### config.mk
export PLATFORM = sky130hd
export DESIGN_NAME = prog_loader
export DESIGN_NICKNAME = d
export VERILOG_FILES = /design/src/rtl/loader_pkg.sv /design/src/rtl/byte_assembler.sv /design/src/rtl/prog_loader.sv
export SDC_FILE = /design/constraint.sdc
export NUM_CORES = 1
export LEC_CHECK = 0
export CAP_MARGIN = 15
export CORE_MARGIN = 10
export CORE_UTILIZATION = 61
export CTS_BUF_LIST = sky130_fd_sc_hd__clkbuf_4
export DETAILED_ROUTE_END_ITERATION = 8
export PLACE_DENSITY_LB_ADDON = 0.12
export SYNTH_ARGS = -nofsm -noshare
export SYNTH_HDL_FRONTEND = slang
export SYNTH_HIERARCHICAL = 1
export SYNTH_SLANG_ARGS = --single-unit
### constraint.sdc
create_clock -name clk -period 5.7 [get_ports clk]
set_input_delay 1.14 -clock clk [delete_from_list [all_inputs] [get_ports clk]]
set_output_delay 1.14 -clock clk [all_outputs]
set_load 0.02 [all_outputs]
### src/rtl/loader_pkg.sv
// loader_pkg: shared state encoding and sizing constants for the program loader.
package loader_pkg;
    typedef enum logic [2:0] {IDLE, COLLECT, WRITE, RELEASE, DONE} state_t;
    localparam int BYTES_PER_WORD = 4;
    localparam int RELEASE_CYCLES = 2;
endpackage

### src/rtl/byte_assembler.sv
// byte_assembler: packs accepted bytes little-endian into a 32-bit word.
module byte_assembler
    import loader_pkg::*;
(
    input  logic        clk,
    input  logic        reset,
    input  logic        accept,
    input  logic        clear,
    input  logic [7:0]  byte_data,
    output logic [8*BYTES_PER_WORD-1:0] word,
    output logic        word_full
);
    localparam int CW = $clog2(BYTES_PER_WORD);
    logic [CW-1:0] cnt_q, cnt_d;
    logic [8*BYTES_PER_WORD-1:0] word_q, word_d;
    always_ff @(posedge clk or posedge reset) begin
        if (reset) begin
            cnt_q  <= '0;
            word_q <= '0;
        end else begin
            cnt_q  <= cnt_d;
            word_q <= word_d;
        end
    end
    // Stale upper bytes need no clearing: every byte lane is rewritten before the word is used.
    always_comb begin
        cnt_d  = clear ? '0 : accept ? cnt_q + 1'b1 : cnt_q;
        word_d = word_q;
        if (accept && !clear)
            word_d[{cnt_q, 3'b000} +: 8] = byte_data;
    end
    assign word      = word_q;
    assign word_full = accept && !clear && cnt_q == CW'(BYTES_PER_WORD - 1);
endmodule

### src/rtl/prog_loader.sv
// prog_loader: streams bytes into instruction memory words and holds the core in reset
// until the load completes.
module prog_loader
    import loader_pkg::*;
#(
    parameter int ADDR_W = 6,
    parameter int WORD_W = 32
)
(
    input  logic              clk,
    input  logic              reset,
    input  logic              start,
    input  logic [ADDR_W:0]   num_words,
    input  logic              byte_valid,
    input  logic [7:0]        byte_data,
    output logic              byte_ready,
    output logic              imem_we,
    output logic [ADDR_W-1:0] imem_addr,
    output logic [WORD_W-1:0] imem_wdata,
    output logic              cpu_reset,
    output logic              busy,
    output logic              done
);
    localparam logic [ADDR_W:0] DEPTH_W = (ADDR_W + 1)'(2 ** ADDR_W);
    state_t state_q, state_d;
    logic [ADDR_W:0] n_q, n_d, word_cnt_q, word_cnt_d, n_req;
    logic [1:0] rel_cnt_q, rel_cnt_d;
    logic [ADDR_W-1:0] addr_q, addr_d;
    logic [WORD_W-1:0] wdata_q, wdata_d;
    logic [WORD_W-1:0] word;
    logic accept, clear, word_full;
    assign accept = byte_valid && byte_ready;
    assign clear  = start && (state_q == IDLE || state_q == DONE);
    assign n_req  = num_words > DEPTH_W ? DEPTH_W : num_words;
    byte_assembler u_asm (
        .clk       (clk),
        .reset     (reset),
        .accept    (accept),
        .clear     (clear),
        .byte_data (byte_data),
        .word      (word),
        .word_full (word_full)
    );
    always_ff @(posedge clk or posedge reset) begin
        if (reset) begin
            state_q    <= IDLE;
            n_q        <= '0;
            word_cnt_q <= '0;
            rel_cnt_q  <= '0;
            addr_q     <= '0;
            wdata_q    <= '0;
        end else begin
            state_q    <= state_d;
            n_q        <= n_d;
            word_cnt_q <= word_cnt_d;
            rel_cnt_q  <= rel_cnt_d;
            addr_q     <= addr_d;
            wdata_q    <= wdata_d;
        end
    end
    always_comb begin
        state_d    = state_q;
        n_d        = n_q;
        word_cnt_d = word_cnt_q;
        rel_cnt_d  = '0;
        addr_d     = addr_q;
        wdata_d    = wdata_q;
        case (state_q)
            IDLE, DONE: begin
                if (start) begin
                    n_d        = n_req;
                    word_cnt_d = '0;
                    state_d    = n_req == '0 ? RELEASE : COLLECT;
                end
            end
            COLLECT: state_d = word_full ? WRITE : COLLECT;
            WRITE: begin
                addr_d  = word_cnt_q[ADDR_W-1:0];
                wdata_d = word;
                if (word_cnt_q + 1'b1 == n_q) begin
                    state_d = RELEASE;
                end else begin
                    word_cnt_d = word_cnt_q + 1'b1;
                    state_d    = COLLECT;
                end
            end
            RELEASE: begin
                rel_cnt_d = rel_cnt_q + 2'd1;
                state_d   = rel_cnt_q == 2'(RELEASE_CYCLES - 1) ? DONE : RELEASE;
            end
            default: state_d = IDLE;
        endcase
    end
    // Address/data show the live word during WRITE and hold the last written value otherwise.
    always_comb begin
        byte_ready = state_q == COLLECT;
        imem_we    = state_q == WRITE;
        imem_addr  = imem_we ? word_cnt_q[ADDR_W-1:0] : addr_q;
        imem_wdata = imem_we ? word : wdata_q;
        cpu_reset  = state_q != DONE;
        busy       = state_q == COLLECT || state_q == WRITE || state_q == RELEASE;
        done       = state_q == DONE;
    end
endmodule
# Word level (Yosys, flattened, before mapping)
# Cells that the tools add are included.
[op_classes]
magnitude_cmp = 1
shift = 2
muxes = 16
n_reduce_logical = 15
addsub = 4
eq_ne = 10
[op_table]
columns = ["op", "count"]
rows = [
  ["bitwise mux 32 bit", 1],
  ["2-to-1 mux 32 bit", 1],
  ["variable shift 8 x 7 -> 32 bit (first input constant)", 1],
  ["variable part select 8 x 7 -> 32 bit", 1],
  ["2-to-1 mux 7 bit", 3],
  ["case mux 7 bit (2 select lines)", 1],
  ["2-to-1 mux 2 bit", 6],
  ["case mux 3 bit (4 select lines)", 1],
  ["adder 7 x 1 -> 7 bit (second input constant)", 1],
  ["== test 7 bit", 1],
  ["> comparator 7 bit (second input constant)", 1],
  ["zero test 7 bit", 1],
  ["negator 5 -> 7 bit", 1],
  ["== test 3 x 2 -> 1 bit (second input constant)", 2],
  ["2-to-1 mux 3 bit", 2],
  ["2-to-1 mux 6 bit", 1],
  ["adder 2 x 1 -> 2 bit (second input constant)", 2],
  ["logical AND 1 bit", 4],
  ["!= test 2 bit (second input constant)", 2],
  ["nonzero test 2 bit", 2],
  ["== test 3 x 1 -> 1 bit (second input constant)", 1],
  ["== test 3 bit (second input constant)", 1],
  ["zero test 3 bit", 1],
  ["logical OR 1 bit", 3],
  ["7 further kinds", 7],
]
[word_totals]
output_inout_bits = 43
register_bits = 91
in_bits = 19
word_cells = 56

# Depth between registers and ports, before layout
[logic_depth]
word_depth = 8
depth_mapped = 8
ltp_nobuf = 8

# Hierarchy
# The synthesis kept the hierarchy.
[modules_own_cells]
columns = ["module", "area_each_um2", "instances", "seq_area_each_um2", "cells_each"]
rows = [
  ["prog_loader", 2528.7, 1, 1426.4, 287],
  ["byte_assembler", 1751.7, 1, 850.8, 151],
]

# Worst setup path before layout
# No wires, ideal clock.
[synth_timing]
path_type = "flip-flop to output port"
from = "register state_q[1]"
to = "output imem_addr[2]"
t_required_ns = 4.560
path_slack_ns = 2.784
path_buffers = 2
stages_incl_launch_ff = 6
t_arrival_ns = 1.776
cell_sequence = "dfrtp_1 > inv_1 > or3_1 > clkbuf_1 > clkbuf_1 > o21ai_0"
[synth_via]
elab_chain_len = 2
[synth_lines]
columns = ["element", "line", "source"]
rows = [
  ["start: declaration", "prog_loader.sv:25", "state_t state_q, state_d;"],
  ["start signal: assignment", "prog_loader.sv:53", "state_q <= state_d;"],
  ["== test 3 x 2 -> 1 bit", "prog_loader.sv:97", "imem_we = state_q == WRITE;"],
  ["2-to-1 mux 6 bit", "--", ""],
  ["end: declaration", "prog_loader.sv:18", "output logic [ADDR_W-1:0] imem_addr,"],
]
# No other way between the ends.

# Worst setup path after layout
[layout_timing]
from = "register state_q[1]"
to = "output imem_wdata[31]"
[layout_via]
elab_chain_len = 2
[layout_lines]
columns = ["element", "line", "source"]
rows = [
  ["== test 3 x 2 -> 1 bit", "prog_loader.sv:97", ""],
  ["2-to-1 mux 32 bit", "--", ""],
  ["end: declaration", "prog_loader.sv:19", "output logic [WORD_W-1:0] imem_wdata,"],
]
# No other way between the ends.

==> flow_summary.yaml <==
status:
  status: "completed"
final_layout:
  syn_to_final_growth_pct: 19.6
  drive_gt1_frac: 0.0988
  final_nets: 517
  antennaDiodeCount: 0
  nFillCells: 485
placement:
  place_congestion: 0.856
  place_ws_ns: 1.87
  dpl.hpwl_um: 6680
  io_buffer_count: 61
yosys:
  synth_most_common_cell: "nand2_1"
  ys_seq_area_frac: 0.532
  ys_ff_latch: 91
  yosysWarnings: 6
  async_reset_ff_frac: 1.00
  syn_nets: 464
  synth_area_per_cell_um2: 9.77
  synthFlopType: "dfrtp_1"
  netlist_area_um2: 4280
  yosysTopAreaCellShare: 0.532
  netlist-cell-type-count: 47
  synth_edf_count: 0
  yosysTopAreaCell: "dfrtp_1"
  synthTopCellsByArea: "dfrtp_1, nand2_1, mux2_2, o32ai_2, inv_1"
  synthTopCellsByCount: "nand2_1, dfrtp_1, inv_1, o21ai_0, clkbuf_1"
  synthCells: 438
pwr:
  leakage_nw: 2.42
  ir_drop_mv: 0.344
  powerDensity_nw_per_um2: 470
clock_network:
  tritoncts: "done"
  cts_hold_buf: 0
  clk_latency_ns: 0.44
  cts_buffers: 9
  cts_root_buf: "clkbuf_4"
  cts_resized: 0
  clock_sinks: 91
  htreeDepth: 3
  clock_path_buffers: 2
  cts_setup_buffers: 0
  path_clk_slew_ns: 0.13
sta:
  fin_skew_ns: 0.0175
  min_period_ns: 3.98
  fmax_mhz: 252
  slew_headroom: 0.470
  rsz0062_at_grt: "no"
  finalHoldViolations: 0
  tightestPinTransition_ns: 0.795
  report.final.slew_viol_count: 0
  setup_ws_ns: 1.72
  setup_viol: 0
  setup_tns_ns: 0
  period_share: 0.698
setup_path:
  path_max_fanout: 26
  crit_type: "flip-flop to output port"
  path_cells: "inv_1, or3_1, inv_1, buf_16, nand2_1, nand2_1, clkdlybuf4s50_1"
  slowest_stage: "clkdlybuf4s50_1"
  cp.required_ns: 4.56
  worstSetupStartpoint: "state_q[1]$_DFFE_PP0P_"
  rr_startpoint: "u_asm/cnt_q[0]$_DFFE_PP0P_"
  cp-end-kind: "output port"
  cp-start-kind: "flip-flop"
  arrival_ns: 2.84
  slowest_delay_ns: 0.62
floorplanning:
  num_rows: 30
  fp.dieH_um: 104
  die_w_um: 104
  num_io_pins: 62
  die_area_um2: 10800
  core_area_um2: 6790
  start_util: 0.630
grt:
  grt_first_pass_wirelength_um: 15700
  grt_start_max_net_pins: 50
  track_usage: 0.173
  globalRouteOverflowTotal: 0
  antenna_found_initial: 0
  grt_pass1_vias: 3214
drt:
  drc_errors: 0
  ant_nets: 0
  drt_wl_total_um: 9540
  vias: 3235
  avgViaCountPerCell: 5.46
  drt_iter0_drc: 193
  dr.pass1.iters: 4
  avgRoutedWirePerCell_um: 16.1
min_path:
  hp-class: "flip-flop to flip-flop"
  min_from: "rel_cnt_q[0]$_DFF_PP0_"
job:
  maxCapViolations: 0
## cells by family after synthesis
kind of cell    share of synthesized area
mux                                0.0412
xor+xnor                           0.0205
buf+inv                            0.0517
compound gates                     0.0973
fa+ha+maj                          0.0205
flops                               0.532
simple gates                        0.237
## cell type report
class	count	area [um^2]	share of cell area
clock inverters	7	91.3	0.0178
flip-flops and latches	91	2280	0.445
repair buffers	65	661	0.129
well taps	96	120	0.0235
clock buffers	9	67.6	0.0132
multi-input cells	292	1780	0.348
inverters	32	120	0.0235
## cell usage in the layout, fill, tap and decap left out, types with 3 or more instances in the layout
cell	instances
clkdlybuf4s50_1	61
mux2_2	13
inv_1	30
nand3_1	6
nor2_1	13
clkinv_2	3
a21oi_1	3
nor3_1	4
and4b_1	6
nand2b_1	8
clkbuf_4	9
and3_1	4
nor4bb_1	8
o32ai_1	8
dfrtp_1	91
nand2_1	140
ha_1	7
and3b_1	3
o22ai_1	3
buf_4	3
o32ai_2	8
o21ai_0	17
xnor2_1	8
mux2i_1	3
## metal layers
metal,share of wire,global-route usage,vias up
met2,0.48,0.280,84
met4,0.010,0.0537,0
li1,-,-,1578
met1,0.44,0.219,1562
met3,0.064,0.0496,11
met5,0,0,-
## flip-flops by register name (all words and copies together), names as in the netlist
signal       count
word_cnt_q       7
wdata_q         32
u_asm/cnt_q      2
n_q              7
state_q          3
addr_q           6
rel_cnt_q        2
u_asm/word      32
## final timing paths
kind | to | slack, ns | cells past startpoint
worst max register to register | u_asm/word[17]$_DFFE_PP0P_ | 3.01 | 4
max in group asynchronous | wdata_q[17]$_DFF_PP0_ | 3.77 | 3
min in group asynchronous | n_q[5]$_DFFE_PP0P_ | 1.10 | 2
worst min register to register | rel_cnt_q[0]$_DFF_PP0_ | 0.44 | 1
worst max-delay path | imem_wdata[31] | 1.72 | 7
worst min-delay path | rel_cnt_q[0]$_DFF_PP0_ | 0.44 | 1
## through the flow
| step | util | total power (W) | hold WS, ns | area (um^2) | std cells |
|---|---|---|---|---|---|
| after floorplan | - | 0.00167 | 0.408 | 4280 | 438 |
| after global placement | 0.726 | 0.00197 | 0.420 | 4930 | 575 |
| after detailed placement | 0.726 | 0.00201 | 0.426 | 4930 | 575 |
| after CTS | 0.749 | 0.00241 | 0.445 | 5090 | 591 |
| after global routing | 0.753 | 0.00256 | 0.470 | 5120 | 592 |
| final | 0.753 | 0.00240 | 0.440 | 5120 | 592 |
## report_power, final
group / internal (W) / switching (W)
registers: 0.000857 / 0.000139
logic: 0.000432 / 0.000581
clock network: 0.000177 / 0.000218
total: 0.00147 / 0.000937
## critical path, delay by kind of cell, from the launching register on
kind / cells / cell delay, ns
AND/OR/NAND/NOR: 3 / 0.50
flip-flops: 1 / 0.44
buffers and inverters: 4 / 1.46
Note: power is estimated with default switching activity, not from simulation.
